$ cat src/rtl/debounce_chaves.sv
// Eight-switch debouncer with a 2-flop synchronizer, a refresh clock divider and per-bit stability counters.
// Latency: 2 clk sync + DEB_CNT clk_div periods (worst case) + 1 clk to a registered ch update.
// Backpressure: none; free-running block with no flow control, and chg is a single-cycle pulse.
//
// Ports:
//   clk      in   system clock, rising edge
//   rst_n    in   asynchronous active-low reset
//   sw_raw   in   [7:0] raw switch levels, asynchronous to clk
//   ch       out  [7:0] debounced switch levels
//   clk_div  out  divided refresh clock, 50% duty, period 2*DIV_HALF clk
//   chg      out  one-clk pulse in the cycle a new ch value first appears
//
// Parameters:
//   DIV_HALF  clk cycles per clk_div half-period (>= 2)
//   DEB_CNT   consecutive mismatching sample ticks required to accept a level (>= 1)

module debounce_chaves #(
    parameter int DIV_HALF = 25000,
    parameter int DEB_CNT  = 20
) (
    input  logic       clk,
    input  logic       rst_n,
    input  logic [7:0] sw_raw,
    output logic [7:0] ch,
    output logic       clk_div,
    output logic       chg
);

    localparam int DIV_W = (DIV_HALF > 1) ? $clog2(DIV_HALF) : 1;
    localparam int CNT_W = (DEB_CNT > 0) ? $clog2(DEB_CNT + 1) : 1;

    localparam logic [DIV_W-1:0] DIV_LAST = DIV_W'(DIV_HALF - 1);
    localparam logic [CNT_W-1:0] CNT_LAST = CNT_W'(DEB_CNT - 1);

    // ------------------------------------------------------------------
    // Input synchronizer. Only the second stage (sw_s) feeds the logic.
    // ------------------------------------------------------------------
    logic [7:0] r_sync1;
    logic [7:0] r_sync2;

    always_ff @(posedge clk or negedge rst_n) begin
        if (!rst_n) begin
            r_sync1 <= '0;
            r_sync2 <= '0;
        end else begin
            r_sync1 <= sw_raw;
            r_sync2 <= r_sync1;
        end
    end

    // ------------------------------------------------------------------
    // Refresh divider. clk_div toggles on every counter wrap, so one
    // clk_div period spans two wraps.
    // ------------------------------------------------------------------
    logic [DIV_W-1:0] r_div_cnt;
    logic             r_clk_div;
    logic             w_div_wrap;
    logic             w_tick;

    assign w_div_wrap = (r_div_cnt == DIV_LAST);

    // Sample only on the wrap that raises clk_div: one tick per clk_div
    // period, coincident with the rising edge seen by the scan counter.
    assign w_tick = w_div_wrap & ~r_clk_div;

    always_ff @(posedge clk or negedge rst_n) begin
        if (!rst_n) begin
            r_div_cnt <= '0;
            r_clk_div <= 1'b0;
        end else begin
            if (w_div_wrap) begin
                r_div_cnt <= '0;
                r_clk_div <= ~r_clk_div;
            end else begin
                r_div_cnt <= r_div_cnt + DIV_W'(1);
            end
        end
    end

    // ------------------------------------------------------------------
    // Per-bit stability counters. A counter measures how many consecutive
    // ticks the synchronized input has disagreed with the accepted level;
    // any agreeing tick restarts it.
    // ------------------------------------------------------------------
    logic [7:0] r_ch;
    logic [7:0] w_ch_nxt;

    for (genvar gi = 0; gi < 8; gi++) begin : g_bit
        logic [CNT_W-1:0] r_cnt;
        logic             w_mis;
        logic             w_done;

        assign w_mis  = r_sync2[gi] ^ r_ch[gi];
        // The counter never passes DEB_CNT-1, so equality marks the
        // DEB_CNT-th consecutive mismatching tick.
        assign w_done = w_mis & (r_cnt == CNT_LAST);

        assign w_ch_nxt[gi] = w_done ? r_sync2[gi] : r_ch[gi];

        always_ff @(posedge clk or negedge rst_n) begin
            if (!rst_n) begin
                r_cnt <= '0;
            end else if (w_tick) begin
                if (!w_mis || w_done) begin
                    r_cnt <= '0;
                end else begin
                    r_cnt <= r_cnt + CNT_W'(1);
                end
            end
        end
    end

    // ------------------------------------------------------------------
    // Accepted levels and change pulse. All bits qualifying on the same
    // tick land together, giving a single chg pulse.
    // ------------------------------------------------------------------
    logic r_chg;

    always_ff @(posedge clk or negedge rst_n) begin
        if (!rst_n) begin
            r_ch  <= '0;
            r_chg <= 1'b0;
        end else begin
            r_chg <= w_tick & (w_ch_nxt != r_ch);
            if (w_tick) begin
                r_ch <= w_ch_nxt;
            end
        end
    end

    assign ch      = r_ch;
    assign clk_div = r_clk_div;
    assign chg     = r_chg;

endmodule

$ cat config.mk
export PLATFORM = sky130hd
export DESIGN_NAME = debounce_chaves
export DESIGN_NICKNAME = d
export VERILOG_FILES = /design/src/rtl/debounce_chaves.sv
export SDC_FILE = /design/constraint.sdc
export NUM_CORES = 1
export LEC_CHECK = 0
export ABC_AREA = 1
export BUFFER_PORTS_ARGS = -buffer_cell sky130_fd_sc_hd__buf_2
export CORE_MARGIN = 5
export CORE_UTILIZATION = 45
export DETAILED_ROUTE_END_ITERATION = 10
export HOLD_SLACK_MARGIN = 0.15
export PLACE_DENSITY = 0.73
export SLEW_MARGIN = 20
export SYNTH_ARGS = -nofsm -noshare
export SYNTH_HDL_FRONTEND = slang
export SYNTH_SLANG_ARGS = --single-unit
$ cat constraint.sdc
create_clock -name clk -period 1.6 [get_ports clk]
set_input_delay 0.16 -clock clk [delete_from_list [all_inputs] [get_ports clk]]
set_output_delay 0.16 -clock clk [all_outputs]
set_load 0.005 [all_outputs]
==> flow_summary.toml <==
[place]
placed_cells = 656
gp_congestion = 0.873
dp_hpwl_mm = 5.53
numPortBuffers = 19

[yosys]
synthArstFlopShare_pct = 100
synthDistinctLibCells = 21
yosys_register_bits = 81
yosysWarningCount = 0
synth_xor_area_share_pct = 5.54
synth_largest_area_cell = "dfrtp_1"
synthMuxAreaShare_pct = 0
ys_seq_area_share_pct = 49.3
ys.flop_type = "dfrtp_1"
synthAdderAreaFrac_pct = 2.74
synth_compound_area_share_pct = 7.06
synth_fp_nets = 550
synth_cells = 531
netlist_top_cells_area = "dfrtp_1 (49%), nand2_1 (16%), inv_1 (5.5%)"
synth_edf_count = 0
netlist.area_leader.share_pct = 49.3
synth_commonest_cells = "nand2_1 (180), dfrtp_1 (81), inv_1 (60)"
yosysMostFrequentCell = "nand2_1"
syn-cell-area_mm2 = 0.00411
synth_top_family_by_area = "simple AND/OR/NAND/NOR gates"
syn-mean-instance-area_um2 = 7.74
synth-simple-area-share_pct = 28.1

[power]
fin_total_pwr_mw = 3.56
p_leak_nw = 2.31
ir_drop_mv = 0.343
powerDensity_mw_per_mm2 = 755

[cells_and_area]
area_growth_syn_to_layout_pct = 14.6
fin_cells = 683
drive_above_1_share_pct = 11.0
diodes = 0
final_nets = 589

[cts]
htree_levels = 3
cts_tree = "done"
root_buffer = "clkbuf_8"
cts_buffers = 9
clock_sinks = 81
clk_path_buf_depth = 2
clk_pin_slew_ns = 0.08
clk_latency_ns = 0.35

[timing]
max_freq_ghz = 0.652
setup_viol = 0
finalHoldViolCount = 0
fin_crit_ns = 1.53
tightest_slew_ns = 0.439
relSlewSlack_pct = 70.7
slew_violations = 0
finClkSkew_ns = 0.00493
post-route-period-util_pct = 95.9

[grt]
grt_max_degree = 42
grtUsageTotal_pct = 15.0
grt_pass1_wl_mm = 13.9
grt_pass1_vias = 3183
antenna_found_initial = 0
grt-ovfl-total = 0

[critical_path]
reg2reg_depth = 8
worstSetupPathType = "reg -> reg"
cp-start-kind = "flip-flop"
crit_path_end_kind = "flip-flop"
cp.required_ns = 1.89
crit_path_max_fanout = 21
cp.arrival_ns = 1.82

[die]
core_mm2 = 0.00881
start_util_pct = 46.7
dieWidth_um = 106
ios = 20
num_rows = 34
die_area_mm2 = 0.0111
die-height_um = 106

[detailed_routing]
drtIter0Drc = 253
ant_nets = 0
num_vias = 3330
route.detailed.drc = 0
dr.pass1.iters = 6
avgRoutedWirePerCell_um = 11.6
via_per_inst = 4.88
wl_mm = 7.89

[run]
drv_cap = 0

[outcome]
status = "completed"

[hold_path]
hold_class = "in -> async"
where the power goes:
part	switching, mW	total [mW]	leakage, nW	internal (mW)
sequential	0.00781	2.07	1.08	2.07
clock	0.716	1.36	0.0846	0.646
combinational	0.0759	0.123	1.15	0.0468
total	0.800	3.56	2.31	2.76
cell usage in the layout, fill, tap and decap left out, types with 2 or more instances in the layout:
master and instances:
a21oi_1 2, buf_12 3, buf_2 18, buf_4 6
clkbuf_8 11, clkinvlp_4 3, dfrtp_1 81, dlygate4sd3_1 9
ha_1 8, inv_1 60, inv_2 2, nand2_1 180
nand3_1 23, nand4_1 3, nor2_1 57, nor2_2 2
nor2_4 2, nor3_1 6, o21ai_0 23, o21ai_1 32
or2_2 9, xnor2_1 8, xor2_1 18
path summary, 6_finish.rpt:
kind,start,end,slack [ns]
setup / recovery,r_div_cnt[0]$_DFF_PN0_,g_bit[1].r_cnt[4]$_DFFE_PN0P_,0.07
hold / removal,rst_n,r_sync1[7]$_DFF_PN0_,0.29
setup reg to reg,r_div_cnt[0]$_DFF_PN0_,g_bit[1].r_cnt[4]$_DFFE_PN0P_,0.07
hold reg to reg,r_sync1[7]$_DFF_PN0_,r_sync2[7]$_DFF_PN0_,0.35
max in group asynchronous,rst_n,g_bit[6].r_cnt[0]$_DFFE_PN0P_,0.76
min in group clk,r_sync1[7]$_DFF_PN0_,r_sync2[7]$_DFF_PN0_,0.35
worst max-delay path: stages, from the launching register on:
cell	delay, ns
dfrtp_1	0.38
ha_2	0.22
nand3_1	0.14
nor2_4	0.17
nand3_4	0.13
buf_12	0.18
inv_4	0.11
nand2_1	0.07
nand2_1	0.05
area by class of cell:
cell class | count | area (um^2)
Clock buffer | 12 | 155
Clock inverter | 4 | 27.5
Fill cell | 810 | 4100
Inverter | 63 | 239
Multi-Input combinational cell | 378 | 1820
Sequential cell | 81 | 2030
Tap cell | 108 | 135
Timing Repair Buffer | 37 | 310
routing by layer:
layer / up-vias / share of wire [%] / routed length, um / track usage, %
met2: 67 / 50 / 3980 / 25.4
met3: 14 / 4.1 / 323 / 3.30
met4: 0 / 1.7 / 131 / 5.46
met1: 1522 / 44 / 3460 / 18.8
li1: 1727 / - / - / -
met5: - / 0 / 0 / 0
through the flow:
stage	setup slack, ns	area [um^2]	utilization (%)	setup TNS, ns	hold slack [ns]
6_report	0.0658	4710	53.5	0	0.290
5_1_grt	-0.0139	4710	53.5	-0.0270	0.333
4_1_cts	0.00974	4650	52.8	0	0.290
3_5_place_dp	0.0364	4370	49.7	0	0.133
3_3_place_gp	0.0914	4370	49.7	0	0.127
2_1_floorplan	0.224	4110	-	0	-0.136
sequential cells by signal, indices dropped and copies added, names as in the netlist:
name	flops
g_bit.r_cnt	40
r_div_cnt	15
ch	8
r_sync1	8
r_sync2	8
chg	1
clk_div	1
what timing repair did:
item | 4_1_cts | 5_1_grt
resized for setup | 0 | 10
hold endpoints to repair | 75 | 0
hold buffers | 9 | 0
setup buffers | 0 | 1
endpoints found under the setup margin | 0 | 42
logic make-up (layout without fill, tap and decap cells):
kind of cell,after synthesis,in the layout
compound gates,58,58
flops,81,81
fa+ha+maj,9,9
buf+inv,72,116
xor+xnor,26,26
simple gates,285,285
Power figures use the tool's default switching activity.
